## config.mk

```make
export PLATFORM = sky130hd
export DESIGN_NAME = fcb_postchks_seq
export DESIGN_NICKNAME = d
export VERILOG_FILES = /design/src/rtl/fcb_chks_pkg.sv /design/src/rtl/fcb_postchks_cnt.sv /design/src/rtl/fcb_postchks_seq.sv
export SDC_FILE = /design/constraint.sdc
export NUM_CORES = 1
export LEC_CHECK = 0
export BUFFER_PORTS_ARGS = -buffer_cell sky130_fd_sc_hd__buf_2
export CORE_MARGIN = 2
export CORE_UTILIZATION = 45
export CTS_BUF_LIST = sky130_fd_sc_hd__clkbuf_4
export DETAILED_ROUTE_END_ITERATION = 7
export PLACE_DENSITY = 0.66
export SLEW_MARGIN = 25
export SYNTH_ARGS = -nofsm -noshare
export SYNTH_HDL_FRONTEND = slang
export SYNTH_SLANG_ARGS = --single-unit
```

## constraint.sdc

```tcl
create_clock -name FCB_CLK -period 9.35 [get_ports FCB_CLK]
set_clock_uncertainty 0.2 [all_clocks]
set_input_delay 1.87 -clock FCB_CLK [delete_from_list [all_inputs] [get_ports FCB_CLK]]
set_output_delay 1.87 -clock FCB_CLK [all_outputs]
set_load 0.01 [all_outputs]
```

## src/rtl/fcb_chks_pkg.sv

```systemverilog
// Shared definitions for the FCB configuration checksum blocks.
package fcb_chks_pkg;

  localparam logic [1:0] CFGCMD_PRECHKS  = 2'h1;
  localparam logic [1:0] CFGCMD_POSTCHKS = 2'h2;

  // Register stages between the chain tails and the accumulator data operand.
  localparam int PIPE_LAT = 2;

  typedef enum logic [2:0] {
    ST_IDLE,
    ST_SHIFT,
    ST_WAIT,
    ST_WIN,
    ST_ACC0,
    ST_ACC1,
    ST_CHECK
  } seq_state_t;

endpackage

```

## src/rtl/fcb_postchks_cnt.sv

```systemverilog
// Loadable, saturating word counter with a look-ahead terminal-count flag.
module fcb_postchks_cnt #(
  parameter int W = 16
) (
  input  logic         FCB_CLK,
  input  logic         fcb_reg_rstn,
  input  logic         load,
  input  logic [W-1:0] load_val,
  input  logic         inc,
  output logic [W-1:0] count,
  output logic         hit_next
);

  localparam logic [W-1:0] CNT_MAX = '1;

  logic [W-1:0] target;
  logic [W-1:0] count_inc;

  // Saturating increment: the counter parks at its maximum instead of wrapping.
  assign count_inc = (count == CNT_MAX) ? count : count + 1'b1;
  // Asserted when the pending increment completes the programmed word count.
  assign hit_next  = (count_inc == target);

  // Count register and latched target; load clears the count for a new sequence.
  always_ff @(posedge FCB_CLK or negedge fcb_reg_rstn) begin
    // NOTE: sequential state uses non-blocking assignments so every register
    // samples pre-edge values, independent of statement order.
    if (!fcb_reg_rstn) begin
      count  <= '0;
      target <= '0;
    end else if (load) begin
      count  <= '0;
      target <= load_val;
    end else if (inc) begin
      count  <= count_inc;
    end
  end

endmodule

```

## src/rtl/fcb_postchks_seq.sv

```systemverilog
// Post-configuration checksum readback sequencer: steps the chain tails one
// word at a time, strobes the accumulator in step with its readback pipeline
// and reports the match result to the CSR block.
module fcb_postchks_seq
  import fcb_chks_pkg::*;
#(
  parameter int WCNT_W   = 16,
  parameter int PIPE_LAT = fcb_chks_pkg::PIPE_LAT
) (
  input  logic              FCB_CLK,
  input  logic              fcb_reg_rstn,
  input  logic [1:0]        CSR_SEQ_cfgcmd,
  input  logic              CSR_SEQ_start,
  input  logic [WCNT_W-1:0] CSR_SEQ_word_cnt,
  input  logic              CHKS_SEQ_chksum_status,
  output logic              SEQ_CCFF_shift_en,
  output logic              SEQ_CHKS_win_postchs_rdata,
  output logic              SEQ_CHKS_fpostchksum_w0_en,
  output logic              SEQ_CHKS_fpostchksum_w1_en,
  output logic              SEQ_CSR_busy,
  output logic              SEQ_CSR_done,
  output logic              SEQ_CSR_result_valid,
  output logic              SEQ_CSR_result_pass,
  output logic              SEQ_CSR_aborted,
  output logic [WCNT_W-1:0] SEQ_CSR_words_done
);

  // WAIT covers the pipeline stages beyond the first, so WIN lands one cycle
  // before the data operand reaches the accumulator.
  localparam int WAIT_CYC = (PIPE_LAT > 2) ? PIPE_LAT - 2 : 0;
  localparam logic [7:0] WAIT_LAST = 8'(WAIT_CYC);

  seq_state_t state, next_state;
  logic [7:0] wait_cnt;
  logic       cmd_ok;
  logic       accept;
  logic       abort;
  logic       abort_q;
  logic       check_done;
  logic       cnt_inc;
  logic       hit_next;

  assign cmd_ok = (CSR_SEQ_cfgcmd == CFGCMD_POSTCHKS);

  fcb_postchks_cnt #(
    .W (WCNT_W)
  ) u_cnt (
    .FCB_CLK      (FCB_CLK),
    .fcb_reg_rstn (fcb_reg_rstn),
    .load         (accept),
    .load_val     (CSR_SEQ_word_cnt),
    .inc          (cnt_inc),
    .count        (SEQ_CSR_words_done),
    .hit_next     (hit_next)
  );

  // Next-state and strobe decode; strobes come straight from the state so a
  // reset removes them without waiting for a clock edge.
  always_comb begin
    // NOTE: every output of this block gets a default before the case so no
    // path leaves a signal unassigned, which would infer a latch.
    next_state                 = state;
    accept                     = 1'b0;
    abort                      = 1'b0;
    check_done                 = 1'b0;
    cnt_inc                    = 1'b0;
    SEQ_CCFF_shift_en          = 1'b0;
    SEQ_CHKS_win_postchs_rdata = 1'b0;
    SEQ_CHKS_fpostchksum_w0_en = 1'b0;
    SEQ_CHKS_fpostchksum_w1_en = 1'b0;

    if (state != ST_IDLE && !cmd_ok) begin
      // Command withdrawn mid-sequence: drop all strobes and return to IDLE.
      abort      = 1'b1;
      next_state = ST_IDLE;
    end else begin
      unique case (state)
        ST_IDLE: begin
          if (CSR_SEQ_start && cmd_ok) begin
            accept     = 1'b1;
            next_state = (CSR_SEQ_word_cnt == '0) ? ST_CHECK : ST_SHIFT;
          end
        end
        ST_SHIFT: begin
          SEQ_CCFF_shift_en = 1'b1;
          next_state        = ST_WAIT;
        end
        ST_WAIT: begin
          if (wait_cnt == WAIT_LAST) next_state = ST_WIN;
        end
        ST_WIN: begin
          SEQ_CHKS_win_postchs_rdata = 1'b1;
          next_state                 = ST_ACC0;
        end
        ST_ACC0: begin
          SEQ_CHKS_fpostchksum_w0_en = 1'b1;
          next_state                 = ST_ACC1;
        end
        ST_ACC1: begin
          SEQ_CHKS_fpostchksum_w1_en = 1'b1;
          cnt_inc                    = 1'b1;
          next_state                 = hit_next ? ST_CHECK : ST_SHIFT;
        end
        ST_CHECK: begin
          check_done = 1'b1;
          next_state = ST_IDLE;
        end
        default: next_state = ST_IDLE;
      endcase
    end
  end

  assign SEQ_CSR_busy = (state != ST_IDLE);
  // Completion is reported in CHECK, or in the IDLE cycle following an abort.
  assign SEQ_CSR_done = check_done | abort_q;

  // State register, WAIT stage counter and sticky result fields.
  always_ff @(posedge FCB_CLK or negedge fcb_reg_rstn) begin
    if (!fcb_reg_rstn) begin
      state                <= ST_IDLE;
      wait_cnt             <= '0;
      abort_q              <= 1'b0;
      SEQ_CSR_result_valid <= 1'b0;
      SEQ_CSR_result_pass  <= 1'b0;
      SEQ_CSR_aborted      <= 1'b0;
    end else begin
      state    <= next_state;
      abort_q  <= abort;
      wait_cnt <= (state == ST_WAIT) ? wait_cnt + 8'd1 : 8'd0;
      if (accept) begin
        SEQ_CSR_result_valid <= 1'b0;
        SEQ_CSR_result_pass  <= 1'b0;
        SEQ_CSR_aborted      <= 1'b0;
      end else if (abort) begin
        SEQ_CSR_result_valid <= 1'b0;
        SEQ_CSR_result_pass  <= 1'b0;
        SEQ_CSR_aborted      <= 1'b1;
      end else if (check_done) begin
        SEQ_CSR_result_valid <= 1'b1;
        SEQ_CSR_result_pass  <= CHKS_SEQ_chksum_status;
      end
    end
  end

endmodule

```

# Yosys cells after proc, flatten, opt, wreduce, memory -nomap -nowiden
# Cells that the tools add are included.
# Widths: inputs -> output; s select.
dict set report word_totals {
  in_bits 22
  word_cells 65
  output_inout_bits 25
  register_bits 47
}
dict set report op_classes {
  n_mux 32
  n_bitwise 1
  addsub 2
  n_reduce_logical 11
  n_eq_ne 11
}
# cell n
set ops {}
lappend ops {{$mux 16} 3}
lappend ops {{$mux 1} 22}
lappend ops {{$pmux 3 s6} 1}
lappend ops {{$add 16x1->16 const B} 1}
lappend ops {{$eq 16x16->1} 1}
lappend ops {{$eq 16x16->1 const B} 1}
lappend ops {{$logic_not 16->1} 1}
lappend ops {{$mux 3} 5}
lappend ops {{$eq 3x3->1 const B} 3}
lappend ops {{$add 8x1->8 const B} 1}
lappend ops {{$logic_not 8->1} 1}
lappend ops {{$mux 8} 1}
lappend ops {{$eq 3x2->1 const B} 2}
lappend ops {{$ne 3x3->1 const B} 2}
lappend ops {{$reduce_bool 3->1} 2}
lappend ops {{$reduce_bool 2->1} 2}
lappend ops {{$eq 3x1->1 const B} 1}
lappend ops {{$logic_not 3->1} 1}
lappend ops {{$eq 2x2->1 const B} 1}
lappend ops {{$logic_and 1x1->1} 2}
lappend ops {{$reduce_and 2->1} 1}
lappend ops {{$logic_not 1->1} 1}
lappend ops {{$or 1x1->1} 1}

# Logic depth before layout (Yosys ltp)
dict set report depth {
  word_depth 7
  ltp_mapped 10
}

# By module
# From an unflattened synthesis, not the netlist that was laid out.
dict set report unflattened {
  cells_unflattened 292
  area_unflattened_um2 2854.0
}
# module area_each_um2 cells_per_inst n_inst
set by_module_without_submodules {}
lappend by_module_without_submodules {fcb_postchks_cnt 1981.9 201 1}
lappend by_module_without_submodules {fcb_postchks_seq 872.1 91 1}

# Worst setup path after synthesis
# OpenSTA, ideal clock, no wires.
dict set report synth_path {
  kind {in2out}
  start {input port CSR_SEQ_cfgcmd[1]}
  end {output port SEQ_CHKS_fpostchksum_w1_en}
  cell_stages 5
  arrival_time_ns 2.935
  path_slack_ns 4.345
  cell_sequence {nor2b_1 > clkbuf_1 > nand3_1 > clkinv_1 > buf_1}
}
dict set report synth_via {
  elab_chain_len 4
}
# element line_no
set synth_rtl {}
lappend synth_rtl {{start, declared} fcb_postchks_seq.sv:12} ;# input logic [1:0] CSR_SEQ_cfgcmd,
lappend synth_rtl {{$eq 2x2->1} fcb_postchks_seq.sv:43} ;# assign cmd_ok = (CSR_SEQ_cfgcmd == CFGCMD_POSTCHKS);
lappend synth_rtl {{$logic_not 1->1} fcb_postchks_seq.sv:72} ;# if (state != ST_IDLE && !cmd_ok) begin
lappend synth_rtl {{$logic_and 1x1->1} fcb_postchks_seq.sv:72}
lappend synth_rtl {{$mux 1} fcb_postchks_seq.sv:72}
lappend synth_rtl {{end, declared} fcb_postchks_seq.sv:19} ;# output logic SEQ_CHKS_fpostchksum_w1_en,
# No other way between the ends.

# Worst setup path in the final report
# Ends and elaborated chain as after synthesis.

==> results.cfg <==
[detailed_routing]
ant_nets = 0
drc_errors = 0
via_per_inst = 5.86
wl_um = 7520
wl_per_cell_um = 16.1
initialDrtViolationCount = 285
vias = 2744
drtPass1Iterations = 6

[synthesis]
syn_nets = 381
synth_warnings = 0
syn_inst = 356
synth.yosys.seq_area_share_pct = 39.4
yosys.area.top_type_share_pct = 39.4
synth.distinct_cells = 60
synth_edf_count = 0
synth_seq_cells = 47
synth_area_per_cell_um2 = 8.39
syn_area_um2 = 2990
synth_top_cell_by_area = dfrtp_1
ys.flop_type = dfrtp_1
async_reset_ff_share_pct = 100
yosys-top-cells-area = dfrtp_1 (39%), nand2_1 (9.2%), nor2_1 (4.3%)

[die]
start_util_pct = 46.7
dieArea_um2 = 7300
die_h_um = 85.5
die_w_um = 85.5
ios = 47
core_um2 = 6390
num_rows = 29

[setup_path]
required_ns = 7.28
crit_path_start_kind = primary input
critical_path.max_fanout = 18
crit_type = primary input to output port
arrival_ns = 3.33
endpoint_kind = output port

[global_routing]
grt_usage_pct = 21.2
grt_pass1_wl_um = 12300
use_met2_pct = 32.2
grt_pass1_vias = 2424
busiest_layer = met2
grt_use_met1_pct = 31.4
antenna_found_initial = 0
grt_max_degree = 48
met3_usage_pct = 3.31
overflow = 0

[clocking]
clk_pin_slew_worst_paths_ns = 0.14
cts_max_path_buffers = 2
cts_setup_buffers = 0
clk_latency_ns = 0.37
hold_buffers = 0
cts_tree = yes
clock_sinks = 47
numCtsBuffers = 5
cts_max_level = 2
root_buffer = clkbuf_4
cts_resized = 0

[placed_design]
dp_hpwl_um = 5520
gp_congestion = 0.940
io_buffers = 46
pre_cts_slack_ns = 3.96

[timing]
rsz0062_at_grt = no
period_needed_ns = 5.40
setup_tns_ns = 0
period_share_pct = 57.8
hold_violations = 0
layout_setup_ws_ns = 3.95
max_freq_mhz = 185
finalSetupViolations = 0
worst_hold_slack_ns = 0.296
worst_slew_pin_slew_ns = 1.02
drv_slew = 0
max-slew-margin-rel_pct = 31.1

[power_and_ir_drop]
power_switching_w = 0.000118
power.total_w = 0.000422
power.internal_w = 0.000304
powerDensity_nw_per_um2 = 130
p_leak_nw = 1.49
pwr-share-comb_pct = 15.1
vdd_ir_drop_max_v = 0.0000674
switching_share_pct = 28.0
p_seq_share_pct = 55.7
clkPwrFrac_pct = 29.3

[final_layout]
finish.utilization_pct = 51.0
drive_above_1_share_pct = 17.9
antenna_cells = 0
nNetsFinal = 415
area.growth.synth_to_final_pct = 9.09

[run]
cap_violations = 0

[status]
outcome = complete, no violations

[worst_hold_path]
min_path_type = flop to flop
==> stage by stage <==
step | std cells | area [um^2]
6_report | 468 | 3260
5_1_grt | 468 | 3260
4_1_cts | 468 | 3250
3_5_place_dp | 460 | 3170
3_3_place_gp | 460 | 3170
2_1_floorplan | 356 | 2990
==> Yosys cell counts, types with 2 or more instances <==
cell and number:
or4_1 2, and3_1 4, nand2b_1 2, nor2_1 34
clkbuf_8 6, or2b_2 2, a41oi_1 2, nor3_1 11
clkbuf_1 8, nor4_1 8, nand4_1 9, xnor2_1 10
buf_2 2, nand3b_1 5, nand2_1 73, nor3b_1 2
buf_4 2, ha_1 3, o22ai_1 3, a21oi_1 13
nor2b_1 3, o211ai_1 2, nand3_1 14, a2111oi_0 2
a21o_1 2, o2111ai_1 2, xor2_1 12, o21ai_0 22
and3_2 3, mux2i_1 5, inv_1 8, dfrtp_1 47
and4_1 3, or3b_2 2, a311oi_1 3
==> cell usage in the layout (no fill, tap or decap), drive strengths merged, types with 2 or more instances in the layout <==
cell type	count
a2111oi	2
a21o	2
a21oi	13
a311oi	3
a41oi	2
and3	7
and4	4
buf	47
clkbuf	5
clkinv	3
dfrtp	47
ha	3
inv	8
mux2i	5
nand2	73
nand2b	2
nand3	14
nand3b	5
nand4	10
nor2	34
nor2b	3
nor3	11
nor3b	2
nor4	9
o2111ai	2
o211ai	2
o21ai	23
o22ai	3
o31ai	2
or2b	2
or3b	2
or4	4
xnor2	10
xor2	12
==> final timing paths <==
check / start / end / slack, ns / depth (start not counted)
worst min register to register: SEQ_CSR_aborted / SEQ_CSR_aborted / 0.30 / 1
max in group asynchronous: fcb_reg_rstn / u_cnt.target[5] / 7.28 / 1
worst min-delay path: SEQ_CSR_aborted / SEQ_CSR_aborted / 0.30 / 1
worst max-delay path: CSR_SEQ_cfgcmd[1] / SEQ_CHKS_fpostchksum_w1_en / 3.95 / 5
min in group asynchronous: fcb_reg_rstn / u_cnt.count[12] / 1.28 / 1
worst max register to register: u_cnt.count[0] / state[0] / 5.82 / 8
==> area by class of cell <==
type,count,area [um^2]
fill,638,3130
multi-input combinational,280,1630
sequential,47,1180
timing repair buffer,47,240
tap,77,96.3
clock inverter,3,43.8
clock buffer,5,37.5
inverter,9,33.8
==> metal layers <==
layer  part of all wire [%]  vias to the layer above  wire (um)
met5                      0                        -          0
li1                       -                     1330          -
met3                    6.9                       16        520
met1                     48                     1278       3580
met4                    1.5                        0        112
met2                     44                      120       3310
==> power groups by stage <==
stage                     combinational (W)  clock [W]  sequential, W
after floorplan                   0.0000444          0       0.000233
after global placement            0.0000626          0       0.000238
after detailed placement          0.0000640          0       0.000239
after CTS                         0.0000643   0.000128       0.000235
after global routing              0.0000729   0.000135       0.000238
final                             0.0000637   0.000124       0.000235
==> flip-flops by register name (all words and copies together) (netlist names) <==
signal                cells
u_cnt.count              16
u_cnt.target             16
wait_cnt                  8
state                     3
SEQ_CSR_aborted           1
SEQ_CSR_result_pass       1
SEQ_CSR_result_valid      1
abort_q                   1
==> cell families after synthesis <==
family	share of synthesized area, %
DFF	39.4
AOI/OAI and AO/OA	13.3
xor gates and xnor gates	6.45
and+or+nand+nor	31.9
muxes	1.68
buffers and inverters	6.03
adders and majority gates	1.26
==> critical path, cell delays in order <==
cell      delay (ns)
buf_2           0.09
nor2b_1         0.35
nand3_1         0.40
clkinv_1        0.42
buf_2           0.21
Power figures use the tool's default switching activity.
